<file path="src/rtl/enemy_fire_scheduler_pkg.sv">
// Formation constants and scheduler state encoding, shared with the
// formation-movement and render logic.
package enemy_fire_scheduler_pkg;

    localparam int ROWS    = 5;
    localparam int COLS    = 13;
    localparam int N_ENEMY = ROWS * COLS;
    localparam int ID_W    = $clog2(N_ENEMY);
    localparam int COL_W   = $clog2(COLS);
    localparam int CNT_W   = $clog2(N_ENEMY + 1);

    typedef enum logic [1:0] {
        IDLE,
        WAIT,
        SCAN,
        FIRE
    } state_t;

    // Round-robin column successor.
    function automatic logic [COL_W-1:0] next_col(input logic [COL_W-1:0] col);
        return (col == COL_W'(COLS - 1)) ? '0 : col + COL_W'(1);
    endfunction

endpackage

</file>
<file path="src/rtl/enemy_fire_scheduler_if.sv">
// Shot request channel from the fire scheduler to the enemy-munition block.
interface enemy_fire_scheduler_if;
    import enemy_fire_scheduler_pkg::*;

    logic             fire_valid;
    logic             fire_ready;
    logic [ID_W-1:0]  fire_id;
    logic [COL_W-1:0] fire_col;

    modport master (
        output fire_valid,
        output fire_id,
        output fire_col,
        input  fire_ready
    );

    modport slave (
        input  fire_valid,
        input  fire_id,
        input  fire_col,
        output fire_ready
    );

endinterface

</file>
<file path="src/rtl/alive_popcount.sv">
// Combinational count of set bits in the formation alive mask.
module alive_popcount #(
    parameter int N = 8
) (
    input  logic [N-1:0]             mask,
    output logic [$clog2(N+1)-1:0]   count
);

    localparam int CW = $clog2(N + 1);

    always_comb begin
        count = '0;
        for (int i = 0; i < N; i++) begin
            count = count + CW'(mask[i]);
        end
    end

endmodule

</file>
<file path="src/rtl/enemy_fire_scheduler.sv">
// Picks when the formation fires and which enemy shoots: round-robin over
// columns, bottom-most alive enemy, interval shrinking with each kill.
module enemy_fire_scheduler
    import enemy_fire_scheduler_pkg::*;
#(
    parameter int PERIOD     = 10000000,
    parameter int MIN_PERIOD = 2000000,
    parameter int STEP       = 100000
) (
    input  logic                 clk,
    input  logic                 reset,
    input  logic                 enable,
    input  logic [N_ENEMY-1:0]   alive,
    enemy_fire_scheduler_if.master fire,
    output logic [15:0]          shots_fired
);

    localparam int TIMER_W = $clog2(PERIOD + 1);
    localparam int SPAN    = PERIOD - MIN_PERIOD;

    state_t             state_reg, state_next;
    logic [TIMER_W-1:0] timer_reg, timer_next;
    logic [COL_W-1:0]   col_ptr_reg, col_ptr_next;
    logic [COL_W-1:0]   scan_cnt_reg, scan_cnt_next;
    logic [ID_W-1:0]    fire_id_reg, fire_id_next;
    logic [COL_W-1:0]   fire_col_reg, fire_col_next;
    logic [15:0]        shots_reg, shots_next;

    // Firing interval from the current kill count.
    logic [CNT_W-1:0]   alive_cnt;
    int                 killed;
    int                 step_drop;
    logic [TIMER_W-1:0] cur_period;

    alive_popcount #(.N(N_ENEMY)) u_alive_popcount (
        .mask  (alive),
        .count (alive_cnt)
    );

    // The drop is compared against the span first so nothing ever underflows.
    always_comb begin
        killed    = N_ENEMY - int'(alive_cnt);
        step_drop = killed * STEP;
        if (step_drop > SPAN) begin
            cur_period = TIMER_W'(MIN_PERIOD);
        end else begin
            cur_period = TIMER_W'(PERIOD - step_drop);
        end
    end

    // Column-major view of the alive mask for the bottom-finder.
    logic [ROWS-1:0] col_bits [COLS];

    for (genvar gi = 0; gi < COLS; gi++) begin : g_col
        for (genvar gj = 0; gj < ROWS; gj++) begin : g_row
            assign col_bits[gi][gj] = alive[gj*COLS + gi];
        end
    end

    logic            found;
    logic [ID_W-1:0] found_id;

    // Later rows override earlier ones, so the highest alive row wins.
    always_comb begin
        found    = 1'b0;
        found_id = '0;
        for (int r = 0; r < ROWS; r++) begin
            if (col_bits[col_ptr_reg][r]) begin
                found    = 1'b1;
                found_id = ID_W'(r * COLS) + ID_W'(col_ptr_reg);
            end
        end
    end

    logic handshake;
    assign handshake = (state_reg == FIRE) && fire.fire_ready;

    always_comb begin
        state_next    = state_reg;
        timer_next    = timer_reg;
        col_ptr_next  = col_ptr_reg;
        scan_cnt_next = scan_cnt_reg;
        fire_id_next  = fire_id_reg;
        fire_col_next = fire_col_reg;
        shots_next    = shots_reg;

        // A handshake already presented on the bus still counts when the game halts.
        if (handshake) begin
            col_ptr_next = next_col(fire_col_reg);
            shots_next   = (shots_reg == 16'hFFFF) ? shots_reg : shots_reg + 16'd1;
        end

        if (!enable) begin
            state_next = IDLE;
            timer_next = '0;
        end else begin
            case (state_reg)
                IDLE: begin
                    timer_next = cur_period;
                    state_next = WAIT;
                end
                WAIT: begin
                    if (timer_reg <= TIMER_W'(1)) begin
                        state_next    = SCAN;
                        scan_cnt_next = '0;
                        timer_next    = '0;
                    end else begin
                        timer_next = timer_reg - TIMER_W'(1);
                    end
                end
                SCAN: begin
                    if (found) begin
                        state_next    = FIRE;
                        fire_id_next  = found_id;
                        fire_col_next = col_ptr_reg;
                    end else begin
                        col_ptr_next  = next_col(col_ptr_reg);
                        scan_cnt_next = scan_cnt_reg + COL_W'(1);
                        if (scan_cnt_reg == COL_W'(COLS - 1)) begin
                            timer_next = cur_period;
                            state_next = WAIT;
                        end
                    end
                end
                FIRE: begin
                    if (fire.fire_ready) begin
                        timer_next = cur_period;
                        state_next = WAIT;
                    end else if (!alive[fire_id_reg]) begin
                        state_next    = SCAN;
                        scan_cnt_next = '0;
                    end
                end
                default: state_next = IDLE;
            endcase
        end
    end

    always_ff @(posedge clk) begin
        if (reset) begin
            state_reg    <= IDLE;
            timer_reg    <= '0;
            col_ptr_reg  <= '0;
            scan_cnt_reg <= '0;
            fire_id_reg  <= '0;
            fire_col_reg <= '0;
            shots_reg    <= '0;
        end else begin
            state_reg    <= state_next;
            timer_reg    <= timer_next;
            col_ptr_reg  <= col_ptr_next;
            scan_cnt_reg <= scan_cnt_next;
            fire_id_reg  <= fire_id_next;
            fire_col_reg <= fire_col_next;
            shots_reg    <= shots_next;
        end
    end

    assign fire.fire_valid = (state_reg == FIRE);
    assign fire.fire_id    = fire_id_reg;
    assign fire.fire_col   = fire_col_reg;
    assign shots_fired     = shots_reg;

endmodule

</file>
<file path="src/flat_wrapper.sv">
// flat-port wrapper written by rule: the top's interface ports become plain ports
module enemy_fire_scheduler_flat import enemy_fire_scheduler_pkg::*;
#(
    parameter int PERIOD     = 10000000,
    parameter int MIN_PERIOD = 2000000,
    parameter int STEP       = 100000
)
  (clk, reset, enable, alive, shots_fired, fire_fire_valid, fire_fire_id, fire_fire_col, fire_fire_ready);
  enemy_fire_scheduler_if fire_i ();
  input  logic clk;
  input  logic reset;
  input  logic enable;
  input  logic [N_ENEMY-1:0] alive;
  output logic [15:0] shots_fired;
  output wire logic [$bits(fire_i.fire_valid)-1:0] fire_fire_valid;
  output wire logic [$bits(fire_i.fire_id)-1:0] fire_fire_id;
  output wire logic [$bits(fire_i.fire_col)-1:0] fire_fire_col;
  input wire logic [$bits(fire_i.fire_ready)-1:0] fire_fire_ready;
  assign fire_fire_valid = fire_i.fire_valid;
  assign fire_fire_id = fire_i.fire_id;
  assign fire_fire_col = fire_i.fire_col;
  assign fire_i.fire_ready = fire_fire_ready;
  enemy_fire_scheduler #(.PERIOD(PERIOD), .MIN_PERIOD(MIN_PERIOD), .STEP(STEP)) u_core (.clk(clk), .reset(reset), .enable(enable), .alive(alive), .fire(fire_i), .shots_fired(shots_fired));
endmodule
</file>
<file path="config.mk">
export PLATFORM = sky130hd
export DESIGN_NAME = enemy_fire_scheduler_flat
export DESIGN_NICKNAME = d
export VERILOG_FILES = /design/src/rtl/enemy_fire_scheduler_pkg.sv /design/src/rtl/enemy_fire_scheduler_if.sv /design/src/rtl/alive_popcount.sv /design/src/rtl/enemy_fire_scheduler.sv /design/src/flat_wrapper.sv
export SDC_FILE = /design/constraint.sdc
export NUM_CORES = 1
export LEC_CHECK = 0
export BUFFER_PORTS_ARGS = -buffer_cell sky130_fd_sc_hd__clkbuf_2
export CAP_MARGIN = 20
export CORE_AREA = 8 8 162 149
export DETAILED_ROUTE_END_ITERATION = 6
export DIE_AREA = 0 0 170 157
export PLACE_DENSITY_LB_ADDON = 0.25
export SYNTH_ARGS = -nofsm -noshare
export SYNTH_HDL_FRONTEND = slang
export SYNTH_SLANG_ARGS = --single-unit
</file>
<file path="constraint.sdc">
create_clock -name clk -period 13.87 [get_ports clk]
set_clock_uncertainty 0.05 [all_clocks]
set_input_delay 1.387 -clock clk [delete_from_list [all_inputs] [get_ports clk]]
set_output_delay 1.387 -clock clk [all_outputs]
set_load 0.005 [all_outputs]
</file>
* Word level (Yosys, flattened, before mapping)
Index checks and enable logic that the tools add are counted.
** Storage, ports and cells
- Register bits :: 61
- Input port bits :: 69
- Output and inout bits :: 28
- Logic and storage cells :: 152
** Operators by class
- Add/subtract/negate cells :: 75
- Multiply operators :: 1
- Order comparisons :: 4
- Eq/ne operators :: 15
- Mux-type cells :: 38
- Bitwise gates (word level) :: 3
- Reductions and logical operators :: 9
** Operators with widths (count)
- 7-bit by 1-bit adder with 7-bit output :: 58
- 24-bit two-way mux :: 5
- 24-bit case mux with 4 select lines :: 1
- 4-bit two-way mux :: 11
- 32-bit by 24-bit greater-than comparator with 1-bit output (second input constant) :: 1
- 7-bit two-way mux :: 4
- 24-bit by 1-bit less-or-equal comparator with 1-bit output (second input constant) :: 1
- 24-bit by 1-bit subtractor with 24-bit output (second input constant) :: 1
- 24-bit subtractor (first input constant) :: 1
- 8-bit by 13-bit multiplier with 21-bit output (second input constant) :: 1
- 5-bit binary-select mux with 4-bit select :: 1
- 16-bit by 1-bit adder with 16-bit output (second input constant) :: 1
- 16-bit equality test (second input constant) :: 1
- 6-bit by 4-bit adder with 7-bit output (first input constant) :: 2
- 4-bit by 1-bit adder with 4-bit output (second input constant) :: 3
- 4-bit equality test (second input constant) :: 3
- 4-bit case mux with 3 select lines :: 1
- 2-bit two-way mux :: 5
- 5-bit two-way mux :: 2
- 3-bit AND reduction :: 3
- 7-bit by 8-bit < comparator with 1-bit output (second input constant) :: 1
- 2-bit case mux with 4 select lines :: 1
- 7-bit by 7-bit subtractor with 8-bit output (first input constant) :: 1
- 6-bit by 1-bit adder with 7-bit output :: 1
- other kinds (24) :: 35

* Logic depth before layout (Yosys ltp)
Gate-level depths: netlist of run 1.
- Word-level depth :: 71
- Depth in mapped cells :: 43
- Depth with buffers taken out :: 41

* Modules after synthesis
A second synthesis of run 1 with hierarchy kept.
** Unflattened totals
- Cells, all modules :: 1037
- Area, all modules :: 8877.3 µm²
** Modules (own cells, without submodules)
- enemy_fire_scheduler :: times used 1, cells an instance 848, area each 7065.5 µm², sequential area each 1221.2 µm²
- alive_popcount :: times used 1, cells an instance 189, area each 1811.7 µm², sequential area each 0.0 µm²

* Worst setup path after synthesis of run 1
Ideal clock, no wire load.
- Kind :: input to register
- Start point :: in alive[4]
- End point :: reg u_core.timer_reg[22]
- Library setup time :: 0.132 ns
- Data arrival time :: 11.557 ns
- Data required time :: 13.688 ns
- Path slack :: 2.131 ns
- Stages on the path :: 41
- Path buffers :: 2
- Path through :: inv_1 fa_1 ha_1 fa_1 inv_1 fa_1 inv_1 fa_1 fa_1 fa_1 fa_1 inv_1 fa_1 fa_1 inv_1 ha_1 inv_1 fa_1 [... 5 more ...] ha_1 ha_1 fa_1 inv_1 fa_1 inv_1 ha_1 buf_2 nand3_1 o211ai_1 a221oi_1 xor2_1 a311oi_2 o211ai_1 a311oi_4 nand2b_1 buf_6 o22ai_2
** Between the ends
- Cells in the longest elaborated chain, start to end :: 68
- Elaborated cells on any way between the ends :: 80
- Classes of those cells :: 63 x add/sub; 1 x mul; 1 x order compare; 1 x eq/ne; 13 x mux; 1 x reduce/logical
** Ends and longest elaborated chain
- start: declaration :: RTL line flat_wrapper.sv:13 : input logic [N_ENEMY-1:0] alive;
- 4-bit by 1-bit adder with 5-bit output :: RTL line alive_popcount.sv:14 : count = count + CW'(mask[i]);
- 5-bit by 1-bit adder with 6-bit output :: RTL line alive_popcount.sv:14
- 6-bit by 1-bit adder with 7-bit output :: RTL line alive_popcount.sv:14
- 7-bit by 1-bit adder with 7-bit output (58 in series) :: RTL line alive_popcount.sv:14
- 7-bit by 7-bit subtractor with 8-bit output :: RTL line enemy_fire_scheduler.sv:42 : killed = N_ENEMY - int'(alive_cnt);
- 8-bit by 13-bit multiplier with 21-bit output :: RTL line enemy_fire_scheduler.sv:43 : step_drop = killed * STEP;
- 32-bit by 24-bit greater-than comparator with 1-bit output or 24-bit subtractor (tied branches) :: RTL line enemy_fire_scheduler.sv:44, enemy_fire_scheduler.sv:47
- 24-bit two-way mux :: RTL line enemy_fire_scheduler.sv:44 : if (step_drop > SPAN) begin
- 24-bit two-way mux :: RTL line enemy_fire_scheduler.sv:119 : if (scan_cnt_reg == COL_W'(COLS - 1)) begin
- 24-bit two-way mux :: RTL line enemy_fire_scheduler.sv:112 : if (found) begin
- 24-bit case mux with 4 select lines :: RTL line enemy_fire_scheduler.sv:97 : case (state_reg)
- end signal: assignment :: RTL line enemy_fire_scheduler.sv:150 : timer_reg <= timer_next;
- end: declaration :: RTL line enemy_fire_scheduler.sv:22 : logic [TIMER_W-1:0] timer_reg, timer_next;
Several ways; a longest one is shown, not always the timed one. The select of a mux whose other input is x is not followed.
A chain may end at the register's enable or synchronous reset.

* Final worst setup path of run 1
- Start point :: in alive[1]
- End point :: reg u_core.timer_reg[6]
** Between the ends
- Cells in the longest elaborated chain, start to end :: 71
- Elaborated cells on any way between the ends :: 83
- Classes of those cells :: 66 x add/sub; 1 x mul; 1 x order compare; 1 x eq/ne; 13 x mux; 1 x reduce/logical
** Ends and longest elaborated chain (RTL line)
- 1-bit by 1-bit adder with 2-bit output :: alive_popcount.sv:14
- 2-bit by 1-bit adder with 3-bit output :: alive_popcount.sv:14
- 3-bit by 1-bit adder with 4-bit output :: alive_popcount.sv:14
- 4-bit by 1-bit adder with 5-bit output :: alive_popcount.sv:14
- 5-bit by 1-bit adder with 6-bit output :: alive_popcount.sv:14
- 6-bit by 1-bit adder with 7-bit output :: alive_popcount.sv:14
- 7-bit by 1-bit adder with 7-bit output (58 in series) :: alive_popcount.sv:14
- 7-bit by 7-bit subtractor with 8-bit output :: enemy_fire_scheduler.sv:42
- 8-bit by 13-bit multiplier with 21-bit output :: enemy_fire_scheduler.sv:43
- 32-bit by 24-bit greater-than comparator with 1-bit output or 24-bit subtractor (tied branches) :: enemy_fire_scheduler.sv:44, enemy_fire_scheduler.sv:47
- 24-bit two-way mux :: enemy_fire_scheduler.sv:44
- 24-bit two-way mux :: enemy_fire_scheduler.sv:119
- 24-bit two-way mux :: enemy_fire_scheduler.sv:112
- 24-bit case mux with 4 select lines :: enemy_fire_scheduler.sv:97
Several ways; a longest one is shown, not always the timed one. The select of a mux whose other input is x is not followed.

==> key figures, run 1 <==
Status
  – Outcome: finished, final reports clean

Route
  – Via count: 7975
  – Vias per inst: 5.47
  – Pre-Repair DR Iteration Count: 6
  – Avg WL per Cell: 16.2 um
  – Iteration-0 DRC Markers: 439
  – Antenna-violating nets left: 0
  – Residual DRC: 0
  – Final wirelength: 23.6 mm

Synthesis
  – Synth cell types: 77
  – Seq/Total Area, Yosys: 0.130
  – Area share of the largest cell type after synthesis: 0.177
  – Top cells by area, synth: ha_1 18%, fa_1 16%, dfxtp_1 13%
  – Ys Warns: 0
  – #FFs+latches synth: 61
  – Synth cell count leaders: 219 x inv_1, 133 x ha_1, 73 x fa_1
  – Primary FF master, synth: dfxtp_1
  – Post-synth EDFFs: 0
  – Synth Area per Inst: 8.65 sq um
  – Syn nets: 1362
  – Area of the mapped netlist: 9400 sq um
  – Most common cell in the netlist: inv_1
  – Ys async rst share: 0
  – Cells after Synth: 1087
  – Area leader, netlist: ha_1

Clock network
  – Clock slew seen by the registers of the worst setup and hold paths: 0.05 ns
  – Clock root buffer: clkbuf_16
  – CTS Buffer Depth: 2
  – H-tree lvl count: 3
  – Cts bufs inserted: 9
  – CTS Sinks: 61
  – Post-CTS Setup Bufs: 0
  – CTS Hold Bufs: 0
  – Worst-Skew Late Latency: 0.33 ns
  – TritonCTS clock tree: built
  – Resize count post-CTS: 0

STA
  – Tcrit/Tclk final: 0.899
  – Max-slew violation count: 0
  – Slew headroom: 0.350
  – Max Freq: 0.0802 GHz
  – Post-route minimum period: 12.47 ns
  – Final setup margin: 1.40 ns
  – RSZ-0062 raised after global routing: false
  – Worst Tran Pin Value: 0.972 ns
  – Final TNS setup: 0 ns
  – Final Hold Viols: 0
  – Setup-failing EPs final: 0

GRT
  – First-pass GRT wire length: 38.9 mm
  – Pin count of the biggest net entering global routing: 39
  – Remaining Overflow, GRT: 0
  – Gr usage total: 0.178
  – Vias in the first global route: 7615
  – Initial antenna violation count: 0

Floorplan
  – DIE AREA: 26700 sq um
  – Placeable Area: 21300 sq um
  – Initial Utilization: 0.441
  – Std cell rows: 51
  – I/O pin count: 97
  – Die span in x: 170 um
  – Die Ht: 157 um

Worst setup path
  – Max Fanout on Critical Path: 13
  – CP required: 13.99 ns
  – Endpoint class of the critical path: flop
  – CP max-delay cell: fa_1
  – Crit path top cell by count: fa_1
  – Reg2reg setup slack: 9.74 ns
  – Delay-heaviest family, CP: adder cells
  – Kind of critical path: in2reg
  – Critical path buffers and inverters: 11
  – CP Launch Type: primary input
  – Reg-to-reg endpoint: u_core.timer_reg[19]
  – R2R depth: 9
  – Max incr delay on CP: 0.54 ns
  – Critical R2R Launch: u_core.col_ptr_reg[2]
  – Worst Path Arrival: 12.60 ns

Finish
  – Fin cells: 1459
  – Final Instance Area: 10400 sq um
  – Layout cell share with drive strength beyond 1: 0.140
  – Filler cell count: 2114
  – Largest register FFs: 24
  – Final #Nets: 1439
  – Ant diodes: 0
  – Area grow syn2layout: 10.3%

Place
  – Hpwl dp: 19.6 mm
  – Routability cong.: 0.882
  – DP Worst Slack: 1.09 ns
  – Port Buffers: 96
  – Cells after DPL: 1443
  – Placed Instance Area: 10100 sq um

Hold path
  – Hold crit path type: reg2reg
  – Hold Path Origin: u_core.timer_reg[15]
  – Min-Delay Endpoint: u_core.timer_reg[15]
  – Worst Hold Path Cells: 2

Flow run
  – Max Cap Viol: 0
-- per-layer routing --
layer  GRT usage  vias to the layer above  wire length [um]
met1       0.249                     3856             11200
met3      0.0288                       24              1170
met5           0                        -                 0
met4      0.0467                        0               386
met2       0.281                      191             10900
li1            -                     3904                 -
-- cell type report --
class                   count  area [sq um]  area share
clock buffers              13           250      0.0242
clock inverters             2          10.0    0.000966
inverters                 220           826      0.0797
multi-input cells         772          7160       0.691
flip-flops and latches     61          1220       0.118
well taps                 291           364      0.0351
repair buffers            100           531      0.0512
-- layout by cell type, fill, tap and decap left out, types with 17 or more instances in the layout --
| master | n |
|---|---|
| clkbuf_2 | 96 |
| dfxtp_1 | 61 |
| ha_1 | 133 |
| nor3_1 | 17 |
| nand2_1 | 58 |
| inv_1 | 219 |
| xnor2_1 | 27 |
| a21oi_1 | 65 |
| nor2_1 | 68 |
| o21ai_0 | 60 |
| fa_1 | 73 |
| xor2_1 | 18 |
| nand3_1 | 28 |
| mux4_2 | 30 |
-- cells by family (layout without fill, tap and decap cells) --
family                   after synthesis  after routing  synth area share
XOR/XNOR                              45             45            0.0419
adder cells (fa/ha/maj)              206            206             0.333
buffers and inverters                254            335             0.108
flip-flops                            61             61             0.130
AND/OR/NAND/NOR                      252            252             0.134
AO/OA/AOI/OAI                        223            223             0.154
multiplexers                          46             46            0.0993
-- how the worst max path moves through the flow --
stage | start | end | slack, ns | cells past startpoint
after floorplan | alive[4] | u_core.timer_reg[22] | 2.13 | 41
after global placement | alive[1] | u_core.timer_reg[6] | 1.22 | 40
after detailed placement | alive[1] | u_core.timer_reg[6] | 1.09 | 40
after CTS | alive[1] | u_core.timer_reg[6] | 1.41 | 40
after global routing | alive[1] | u_core.timer_reg[6] | 0.62 | 40
final | alive[1] | u_core.timer_reg[6] | 1.40 | 40
-- worst min-delay path, delay by kind of cell (launching register included) --
kind / cells / cell delay (ns)
DFF: 1 / 0.31
and+or+nand+nor: 1 / 0.06
AOI/OAI and AO/OA: 1 / 0.05
-- through the flow --
stage / hold slack, ns / utilization
final: 0.430 / 0.486
after floorplan: 0.391 / -
after global routing: 0.454 / 0.486
after CTS: 0.425 / 0.485
after global placement: 0.411 / 0.473
after detailed placement: 0.418 / 0.473
Power of run 1 is left out: the tool's default activity adds up to more than one toggle a clock period on the data nets, which glitch-free logic cannot reach.
==> run 2, diff against run 1 <==
--- a/config.mk
+++ b/config.mk
@@ -5,11 +5,11 @@
 export SDC_FILE = /design/constraint.sdc
 export NUM_CORES = 1
 export LEC_CHECK = 0
-export BUFFER_PORTS_ARGS = -buffer_cell sky130_fd_sc_hd__clkbuf_2
-export CAP_MARGIN = 20
+export BUFFER_PORTS_ARGS = -buffer_cell sky130_fd_sc_hd__buf_2
 export CORE_AREA = 8 8 162 149
 export DETAILED_ROUTE_END_ITERATION = 6
 export DIE_AREA = 0 0 170 157
+export HOLD_SLACK_MARGIN = 0.06
 export PLACE_DENSITY_LB_ADDON = 0.25
 export SYNTH_ARGS = -nofsm -noshare
 export SYNTH_HDL_FRONTEND = slang
==> key figures, run 2 (synthesis results as in run 1) <==
Finish
  – Largest register FFs: 24 (unchanged)
  – Most common cell after layout, fill and taps aside: inv_1
  – Layout cell share with drive strength beyond 1: 0.142 (+0.00257)
  – Filler cell count: 2148 (+1.6%)
  – Most frequent cells in the layout: 219 x inv_1, 133 x ha_1, 96 x buf_2
  – Final #Nets: 1438 (-0.069%)
  – Area grow syn2layout: 10.4%

GRT
  – Gr usage total: 0.179 (+0.000721)
  – Remaining Overflow, GRT: 0 (unchanged)
  – Vias in the first global route: 7658 (+0.56%)
  – First-pass GRT wire length: 39.2 mm (+0.87%)
  – Pin count of the biggest net entering global routing: 39 (unchanged)
  – Initial antenna violation count: 1 (+1)

Clock network
  – Worst-Skew Late Latency: 0.32 ns (about the same)
  – CTS Buffer Depth: 2 (unchanged)
  – Clock root buffer: clkbuf_16
  – CTS Sinks: 61 (unchanged)
  – Post-CTS Setup Bufs: 0 (unchanged)
  – Clock slew seen by the registers of the worst setup and hold paths: 0.05 ns (about the same)
  – Resize count post-CTS: 0 (unchanged)
  – TritonCTS clock tree: built
  – CTS Hold Bufs: 0 (unchanged)
  – H-tree lvl count: 3 (unchanged)
  – Cts bufs inserted: 9 (unchanged)

Floorplan
  – Die Ht: 157 um (unchanged)
  – I/O pin count: 97 (unchanged)
  – DIE AREA: 26700 sq um (unchanged)
  – Std cell rows: 51 (unchanged)
  – Initial Utilization: 0.441 (unchanged)
  – Die span in x: 170 um (unchanged)
  – Placeable Area: 21300 sq um (unchanged)

Route
  – Avg WL per Cell: 16.2 um (-0.12%)
  – Pre-Repair DR Iteration Count: 5 (-1)
  – Iteration-0 DRC Markers: 451 (+2.7%)
  – Via count: 7934 (-0.51%)
  – Final wirelength: 23.6 mm (about the same)
  – Residual DRC: 0 (unchanged)
  – Antenna-violating nets left: 0 (unchanged)
  – Vias per inst: 5.43 (-0.65%)

STA
  – Slew headroom: 0.289 (-0.0610)
  – RSZ-0062 raised after global routing: false
  – Final Hold Viols: 0 (unchanged)
  – Tcrit/Tclk final: 0.898 (-0.000947)
  – Final TNS setup: 0 ns (unchanged)
  – Max Freq: 0.0803 GHz (+0.11%)
  – Post-route minimum period: 12.46 ns (-0.0131 ns)
  – Final setup margin: 1.41 ns (+0.0131 ns)
  – Worst Tran Pin Value: 1.07 ns (+0.0936 ns)
  – Max-slew violation count: 0 (unchanged)
  – Setup-failing EPs final: 0 (unchanged)

Worst setup path
  – Endpoint class of the critical path: flop
  – Worst Path Arrival: 12.58 ns (-0.02 ns)
  – CP required: 13.99 ns (about the same)
  – Max incr delay on CP: 0.54 ns (about the same)
  – Crit path top cell by count: fa_1
  – CP max-delay cell: fa_1
  – CP Launch Type: primary input
  – Max Fanout on Critical Path: 13 (unchanged)
  – Kind of critical path: in2reg

Status
  – Outcome: finished, final reports clean

Place
  – Hpwl dp: 19.6 mm (about the same)
  – Port Buffers: 96 (unchanged)
  – Routability cong.: 0.881 (-0.15%)
  – DP Worst Slack: 1.09 ns (+0.00134 ns)

Hold path
  – Hold crit path type: reg2reg

Flow run
  – Max Cap Viol: 0 (unchanged)
-- run 2: final cells by class --
type | count | area [sq um] | area share
Tap cell | 291 | 364 | 0.0351
Clock inverter | 3 | 17.5 | 0.00169
Timing Repair Buffer | 99 | 503 | 0.0485
Sequential cell | 61 | 1220 | 0.118
Antenna cell | 2 | 5.00 | 0.000482
Inverter | 220 | 826 | 0.0796
Clock buffer | 13 | 280 | 0.0270
Multi-Input combinational cell | 772 | 7160 | 0.690
-- run 2: metal layers --
metal | vias up | share of wire | global-route usage
li1 | 3891 | - | -
met3 | 19 | 0.053 | 0.0223
met5 | - | 0 | 0
met1 | 3836 | 0.48 | 0.252
met2 | 188 | 0.46 | 0.287
met4 | 0 | 0.015 | 0.0417
-- run 2: worst max-delay path, delay by kind of cell --
| kind | cells | cell delay, ns |
|---|---|---|
| AO/OA/AOI/OAI | 9 | 2.19 |
| adder cells (fa/ha/maj) | 17 | 7.28 |
| AND/OR/NAND/NOR | 1 | 0.43 |
| buffers and inverters | 11 | 0.85 |
| XOR/XNOR | 2 | 0.42 |
-- run 2: path summary, 6_finish.rpt --
check                             start                    to  slack, ns  depth (start not counted)
setup / recovery               alive[1]   u_core.timer_reg[6]       1.41                         40
hold / removal     u_core.timer_reg[15]  u_core.timer_reg[15]       0.42                          2
setup reg to reg  u_core.col_ptr_reg[2]  u_core.timer_reg[19]       9.74                          9
hold reg to reg    u_core.timer_reg[15]  u_core.timer_reg[15]       0.42                          2
-- run 2: per-stage QoR --
stage                     cell area, sq um  instances  hold slack [ns]   util
final                                10400       1461            0.424  0.487
after global routing                 10400       1460            0.449  0.487
after CTS                            10400       1459            0.428  0.487
after detailed placement             10100       1443            0.421  0.473
after global placement               10100       1443            0.412  0.473
after floorplan                       9400       1087            0.391      -
Power of run 2 is left out for the same reason.
==> run 3, diff against run 2 <==
--- a/config.mk
+++ b/config.mk
@@ -11,6 +11,7 @@
 export DIE_AREA = 0 0 170 157
 export HOLD_SLACK_MARGIN = 0.06
 export PLACE_DENSITY_LB_ADDON = 0.25
+export REMOVE_ABC_BUFFERS = 1
 export SYNTH_ARGS = -nofsm -noshare
 export SYNTH_HDL_FRONTEND = slang
 export SYNTH_SLANG_ARGS = --single-unit
==> key figures, run 3 (synthesis results as in run 1) <==
Status
  – Outcome: finished, final reports clean

Floorplan
  – Die span in x: 170 um (unchanged)
  – I/O pin count: 97 (unchanged)
  – Die Ht: 157 um (unchanged)
  – Placeable Area: 21300 sq um (unchanged)
  – DIE AREA: 26700 sq um (unchanged)
  – Std cell rows: 51 (unchanged)
  – Initial Utilization: 0.441 (unchanged)

Finish
  – Layout cell share with drive strength beyond 1: 0.141 (-0.000735)
  – Largest register FFs: 24 (unchanged)
  – Final #Nets: 1438 (unchanged)
  – Most frequent cells in the layout: 219 x inv_1, 133 x ha_1, 96 x buf_2
  – Filler cell count: 2078 (-3.3%)
  – Fin cells: 1458 (-0.21%)
  – Most common cell after layout, fill and taps aside: inv_1
  – Area grow syn2layout: 10.4% (about the same)
  – Ant diodes: 0 (-2)

Hold path
  – Worst Hold Path Cells: 2 (unchanged)
  – Hold crit path type: reg2reg
  – Min-Delay Endpoint: u_core.timer_reg[15]
  – Hold Path Origin: u_core.timer_reg[15]

Worst setup path
  – Reg-to-reg endpoint: u_core.timer_reg[7]
  – CP required: 14.00 ns (about the same)
  – Reg2reg setup slack: 9.78 ns (+0.04 ns)
  – Critical R2R Launch: u_core.col_ptr_reg[2]
  – Max incr delay on CP: 0.55 ns (about the same)
  – CP max-delay cell: fa_1
  – Max Fanout on Critical Path: 13 (unchanged)
  – CP Launch Type: primary input
  – Worst Path Arrival: 12.61 ns (+0.03 ns)
  – Endpoint class of the critical path: flop
  – R2R depth: 9 (unchanged)
  – Crit path top cell by count: fa_1
  – Kind of critical path: in2reg

Place
  – Hpwl dp: 19.6 mm (about the same)
  – Routability cong.: 0.916 (+4.0%)
  – Port Buffers: 96 (unchanged)
  – Cells after DPL: 1443 (unchanged)

Route
  – Avg WL per Cell: 16.1 um (-0.39%)
  – Vias per inst: 5.42 (-0.26%)
  – Via count: 7897 (-0.47%)
  – Iteration-0 DRC Markers: 356 (-21%)
  – Residual DRC: 0 (unchanged)
  – Antenna-violating nets left: 0 (unchanged)
  – Final wirelength: 23.5 mm (-0.59%)
  – Pre-Repair DR Iteration Count: 5 (unchanged)

Clock network
  – CTS Buffer Depth: 2 (unchanged)
  – CTS Sinks: 61 (unchanged)
  – Post-CTS Setup Bufs: 0 (unchanged)
  – Clock slew seen by the registers of the worst setup and hold paths: 0.05 ns (about the same)
  – Worst-Skew Late Latency: 0.32 ns (about the same)
  – Resize count post-CTS: 0 (unchanged)
  – H-tree lvl count: 3 (unchanged)
  – Cts bufs inserted: 9 (unchanged)
  – CTS Hold Bufs: 0 (unchanged)
  – TritonCTS clock tree: built
  – Clock root buffer: clkbuf_16

GRT
  – Remaining Overflow, GRT: 0 (unchanged)
  – Pin count of the biggest net entering global routing: 39 (unchanged)
  – Vias in the first global route: 7720 (+0.81%)
  – Initial antenna violation count: 0 (-1)
  – Gr usage total: 0.177 (-0.00162)
  – First-pass GRT wire length: 38.8 mm (-1.2%)

STA
  – Final TNS setup: 0 ns (unchanged)
  – Final Hold Viols: 0 (unchanged)
  – Slew headroom: 0.281 (-0.00811)
  – RSZ-0062 raised after global routing: false
  – Max-slew violation count: 0 (unchanged)
  – Worst Tran Pin Value: 1.08 ns (+0.0121 ns)
  – Post-route minimum period: 12.48 ns (+0.0208 ns)
  – Setup-failing EPs final: 0 (unchanged)
  – Max Freq: 0.0801 GHz (-0.17%)
  – Tcrit/Tclk final: 0.900 (+0.00150)

Flow run
  – Max Cap Viol: 0 (unchanged)
-- run 3: cell count changes in the layout (fill, tap and decap cells not counted), sizes merged --
cell | before | now
bufinv | 0 | 1
diode | 2 | 0
clkbuf | 13 | 11
-- run 3: stage by stage --
step           hold WS [ns]   util  area (sq um)  worst slack, ns
4_1_cts               0.422  0.487         10400             1.33
3_3_place_gp          0.408  0.473         10100             1.26
2_1_floorplan         0.391      -          9210             1.95
5_1_grt               0.446  0.487         10400            0.718
3_5_place_dp          0.415  0.473         10100             1.01
6_report              0.420  0.487         10400             1.39
-- run 3: layer usage --
metal / global-route usage / routed length, um / up-vias / part of all wire
li1: - / - / 3879 / -
met1: 0.245 / 10900 / 3811 / 0.46
met2: 0.287 / 11000 / 186 / 0.47
met3: 0.0270 / 1250 / 21 / 0.053
met4: 0.0396 / 303 / 0 / 0.013
met5: 0 / 0 / - / 0
-- run 3: worst max path at each step --
stage / start / to / slack (ns) / cells past startpoint
2_1_floorplan: alive[4] / u_core.timer_reg[6] / 1.95 / 39
3_3_place_gp: alive[1] / u_core.timer_reg[6] / 1.26 / 40
3_5_place_dp: alive[4] / u_core.timer_reg[6] / 1.01 / 40
4_1_cts: alive[1] / u_core.timer_reg[6] / 1.33 / 40
5_1_grt: alive[1] / u_core.timer_reg[8] / 0.72 / 40
6_report: alive[1] / u_core.timer_reg[6] / 1.39 / 40
-- run 3: worst max-delay path: cells and delay by family --
family / cells / cell delay (ns)
buffers and inverters: 11 / 0.86
xor gates and xnor gates: 2 / 0.44
and+or+nand+nor: 1 / 0.43
adders and majority gates: 17 / 7.26
AOI/OAI and AO/OA: 9 / 2.21
-- run 3: area by class of cell --
cell class                      count  area (sq um)  share of cell area
Tap cell                          291           364              0.0351
Multi-Input combinational cell    772          7160               0.690
Timing Repair Buffer               99           503              0.0485
Sequential cell                    61          1220               0.118
Inverter                          220           826              0.0796
Clock inverter                      4          47.5             0.00458
Clock buffer                       11           253              0.0244
Power of run 3 is left out for the same reason.
